`src/rtl/pc_seq_ctrl.sv`:
```
// pc_seq_ctrl -- fetch/execute sequencer for the Hack-style CPU program counter.
//
// Fetches one instruction per pass over a req/ack handshake, holds it in the
// instruction register, decodes C-instruction jump bits against the ALU flags
// during a single EXEC cycle and issues exactly one PC strobe per instruction.
// Supports free-run, single-step and a sticky fetch-timeout error.
//
// Ports:
//   clk50m, rst_n        clock (rising edge), async active-low reset
//   run, step            free-run level / single-instruction pulse
//   instr_req/ack/in     instruction memory handshake and data
//   ir                   instruction register to datapath decode
//   exec_valid           datapath write-commit strobe (EXEC cycle)
//   alu_zr, alu_ng       ALU flags, valid during EXEC
//   a_reg                jump target
//   pc_en/load/inc       program counter controls, pc_cnt_in = a_reg
//   halted, fetch_err    status
module pc_seq_ctrl #(
    parameter int W   = 15,
    parameter int IW  = 16,
    parameter int TMO = 64
) (
    input  logic          clk50m,
    input  logic          rst_n,
    input  logic          run,
    input  logic          step,
    output logic          instr_req,
    input  logic          instr_ack,
    input  logic [IW-1:0] instr_in,
    output logic [IW-1:0] ir,
    output logic          exec_valid,
    input  logic          alu_zr,
    input  logic          alu_ng,
    input  logic [W-1:0]  a_reg,
    output logic          pc_en,
    output logic          pc_load,
    output logic          pc_inc,
    output logic [W-1:0]  pc_cnt_in,
    output logic          halted,
    output logic          fetch_err
);

    localparam int CW = (TMO > 2) ? $clog2(TMO) : 1;

    typedef enum logic [1:0] {S_HALT, S_FETCH, S_WAIT, S_EXEC} state_t;

    state_t        state, state_nx;
    logic [CW-1:0] cnt, cnt_nx;
    logic          single, single_nx;
    logic          err_nx;
    logic          ld_ir;
    logic          taken;

    assign pc_cnt_in = a_reg;

    // A-instructions (MSB clear) never jump.
    assign taken = ir[IW-1] & ((ir[2] & alu_ng) | (ir[1] & alu_zr) |
                               (ir[0] & ~alu_zr & ~alu_ng));

    always_ff @(posedge clk50m or negedge rst_n) begin
        if (!rst_n) begin
            state     <= S_HALT;
            ir        <= '0;
            fetch_err <= 1'b0;
            single    <= 1'b0;
            cnt       <= '0;
        end else begin
            state     <= state_nx;
            fetch_err <= err_nx;
            single    <= single_nx;
            cnt       <= cnt_nx;
            if (ld_ir) ir <= instr_in;
        end
    end

    always_comb begin
        state_nx   = state;
        cnt_nx     = cnt;
        single_nx  = single;
        err_nx     = fetch_err;
        ld_ir      = 1'b0;
        instr_req  = 1'b0;
        exec_valid = 1'b0;
        pc_en      = 1'b0;
        pc_load    = 1'b0;
        pc_inc     = 1'b0;
        halted     = 1'b0;
        case (state)
            S_HALT: begin
                halted = 1'b1;
                if (run || step) begin
                    state_nx  = S_FETCH;
                    err_nx    = 1'b0;
                    // run wins over step: both high means free-run
                    single_nx = step & ~run;
                end
            end
            S_FETCH: begin
                instr_req = 1'b1;
                cnt_nx    = '0;
                if (instr_ack) begin
                    ld_ir    = 1'b1;
                    state_nx = S_EXEC;
                end else begin
                    state_nx = S_WAIT;
                end
            end
            S_WAIT: begin
                instr_req = 1'b1;
                if (instr_ack) begin
                    ld_ir    = 1'b1;
                    state_nx = S_EXEC;
                    cnt_nx   = '0;
                end else if (cnt == CW'(TMO - 1)) begin
                    // TMO WAIT cycles without ack: give up, keep old ir
                    err_nx    = 1'b1;
                    single_nx = 1'b0;
                    cnt_nx    = '0;
                    state_nx  = S_HALT;
                end else begin
                    cnt_nx = cnt + 1'b1;
                end
            end
            S_EXEC: begin
                exec_valid = 1'b1;
                pc_en      = 1'b1;
                pc_load    = taken;
                pc_inc     = ~taken;
                if (single || !run) begin
                    state_nx  = S_HALT;
                    single_nx = 1'b0;
                end else begin
                    state_nx = S_FETCH;
                end
            end
            default: state_nx = S_HALT;
        endcase
    end

endmodule

```
`config.mk`:
```
export PLATFORM = sky130hd
export DESIGN_NAME = pc_seq_ctrl
export DESIGN_NICKNAME = d
export VERILOG_FILES = /design/src/rtl/pc_seq_ctrl.sv
export SDC_FILE = /design/constraint.sdc
export NUM_CORES = 1
export LEC_CHECK = 0
export ABC_AREA = 1
export CORE_MARGIN = 2
export CORE_UTILIZATION = 25
export CTS_CLUSTER_SIZE = 8
export DETAILED_ROUTE_END_ITERATION = 16
export PLACE_DENSITY = 0.65
export RECOVER_POWER = 50
export SLEW_MARGIN = 20
export SYNTH_ARGS = -nofsm -noshare
export SYNTH_HDL_FRONTEND = slang
export SYNTH_SLANG_ARGS = --single-unit
```
`constraint.sdc`:
```
create_clock -name clk50m -period 4.2 [get_ports clk50m]
set_input_delay 1.05 -clock clk50m [delete_from_list [all_inputs] [get_ports clk50m]]
set_output_delay 1.05 -clock clk50m [all_outputs]
set_load 0.05 [all_outputs]
```
==> metrics <==
f_max=266 MHz; clk sinks=26; most frequent cells in the layout=clkdlybuf4s50_1 (43), nand2_1 (27), dfrtp_1 (26); GRT Total Usage=0.101; Initial Utilization=0.262; Wirelength per Cell=11.6 um; drt drc=0; final wirelength=2890 um; Worst Tran Pin Value=1.48 ns; Setup Crit Path Kind=input pin to output port; area of the multi-input gates=612 sq um; antenna fix cells=0; Final period util=0.896; clock-pin slew on the worst setup and hold paths=0.09 ns; dpl cell area=1860 sq um; GR Overflow Total=0; vias in the first global route=1085; H-tree depth=1; family with the most delay on the worst path=buffers and inverters; # nets final=223; Max Root-Sink Buffers=2; met1 GRT Util=0.124; PostCTS Resize Cnt=0; CP max FO=2; worst path cell trace=clkdlybuf4s50_1 -> nor2_1 -> nand2_1 -> nand3_1 -> nand2_1 -> nor2_1 -> clkdlybuf4s50_1; Sum Neg Setup Slack=0 ns; most common library cell in the layout ignoring fill and taps=clkdlybuf4s50_1; Core ar.=5540 sq um; crit-path max cell delay=0.80 ns; Worst setup EP type=output port; slowest CP cell=clkdlybuf4s50_1; Filler cells=581; Die ar.=6430 sq um; Chip Width=80.2 um; fin. max-slew vios=0; largest net degree at the start of global routing=27; Final ANT Viol Nets=0; Yosys cell types=21; initial antenna violation count=0; final setup vio count=0; DP Wirelength=2130 um; Fin. Hold Viols=0; gpl congestion=0.814; Pre-antenna DRT Iters=4; VDD IR max=0.000389 V; DR iter-0 viols=35; Syn Area/Cell=9.93 sq um; type of the most critical hold path=flip-flop to flip-flop; Rows=27; first-pass GRT wire length=5040 um; Worst Path Required=3.15 ns; I/O Buffers=45; clock skew=0.00411 ns; FF+latch area=651 sq um; CTS tree=done; Worst Setup Start Kind=input pin; status=finished clean; P&R area growth vs syn=30.5%; total nets after synthesis=190; post-synthesis sequential area ratio=0.449; Post-Layout Inst Area=1890 sq um; Min Clock Period, post-route=3.76 ns; global routing usage on met2=0.165; Max Cap Viol=0; PwrDens=842 nW/um^2; worst rel slew slack=0.0158; Yosys reg bits=26; worst skew pair latency=0.27 ns; GRT busiest layer=met2; data arrival time of the critical path=2.71 ns; layout cells sized above 1=0.124; I/O pins=76; CTS Hold Bufs=0; Leakage=0.855 nW; Post-Syn Area=1450 sq um; height of the die=80.2 um; vias post-DR=1034; synthesized netlist cell count=146; GRT met3 Usage=0.0393; unrepaired setup endpoints after global routing=false; routed vias/inst=4.15; root buf cell=clkbuf_8; Num CTS Buffers=3; synthesis warning total=0; post-CTS setup buffer count=0; buffers and inverters on the worst path=2
## final cells by class
cell class / instances / share of cell area
clock buffer: 3 / 0.0218
inverter: 12 / 0.0238
multi-input combinational: 90 / 0.323
sequential: 26 / 0.344
tap: 72 / 0.0476
timing repair buffer: 46 / 0.240
## kinds of logic (layout without fill, tap and decap cells)
logic type | Yosys count | after routing | synth area share
AOI/OAI and AO/OA | 13 | 13 | 0.0526
xor gates and xnor gates | 1 | 1 | 0.00604
adders and majority gates | 6 | 6 | 0.0518
buffers and inverters | 30 | 61 | 0.129
DFF | 26 | 26 | 0.449
muxes | 16 | 16 | 0.150
and+or+nand+nor | 54 | 54 | 0.161
## Yosys cell counts
cell,n,area share
nand2_1,27,0.070
dfrtp_1,26,0.45
buf_4,16,0.083
nor2_1,13,0.034
inv_1,11,0.028
mux2_4,10,0.10
nand3_1,10,0.035
ha_1,6,0.052
mux2_2,6,0.047
o21ai_0,5,0.017
a21oi_1,2,0.0069
buf_6,2,0.016
nand4_1,2,0.0086
o21a_1,2,0.010
o21bai_1,2,0.010
a31oi_1,1,0.0043
inv_2,1,0.0026
nand2_4,1,0.0078
nor3_2,1,0.0069
o21ai_1,1,0.0034
xor2_1,1,0.0060
## routing by layer
layer	wire length, um	vias to the layer above
met4	16	0
met2	1300	36
met3	232	2
met1	1340	478
met5	0	-
li1	-	518
## report_power, final
part	total [mW]	leakage [nW]	switching (mW)	internal, mW
Combinational	1.03	0.511	0.632	0.400
Sequential	0.421	0.323	0.0694	0.352
Clock	0.142	0.0216	0.0773	0.0642
Total	1.59	0.855	0.778	0.816
## final timing paths
| kind | startpoint | endpoint | slack [ns] | cells after the start |
|---|---|---|---|---|
| min | fetch_err$_DFFE_PN0P_ | fetch_err$_DFFE_PN0P_ | 0.47 | 2 |
| max in group asynchronous | rst_n | ir[13]$_DFFE_PN0P_ | 1.68 | 2 |
| min reg2reg | fetch_err$_DFFE_PN0P_ | fetch_err$_DFFE_PN0P_ | 0.47 | 2 |
| max reg2reg | state[0]$_DFFE_PN0P_ | ir[14]$_DFFE_PN0P_ | 2.43 | 4 |
| max | alu_ng | pc_load | 0.44 | 7 |
| min in group asynchronous | rst_n | cnt[3]$_DFFE_PN0N_ | 1.65 | 2 |
## stage by stage
stage | total power, mW | std cells | hold slack, ns | setup WS (ns) | util
final | 1.59 | 249 | 0.475 | 0.439 | 0.342
after global routing | 1.70 | 249 | 0.508 | 0.288 | 0.342
after CTS | 1.62 | 249 | 0.483 | 0.415 | 0.342
after detailed placement | 1.47 | 246 | 0.459 | 0.421 | 0.335
after global placement | 1.46 | 246 | 0.457 | 0.425 | 0.335
after floorplan | 1.23 | 146 | 0.442 | 1.17 | -
## tightest hold or removal path: cells and delay by family, from the launching register on
family	cells	cell delay, ns
DFF	1	0.35
and+or+nand+nor	2	0.09
## registers in the layout, indices dropped and copies added, names as in the netlist
| name | count |
|---|---|
| cnt | 6 |
| state | 2 |
| fetch_err | 1 |
| ir | 16 |
| single | 1 |
No activity file was read; power rests on OpenSTA's default activity.
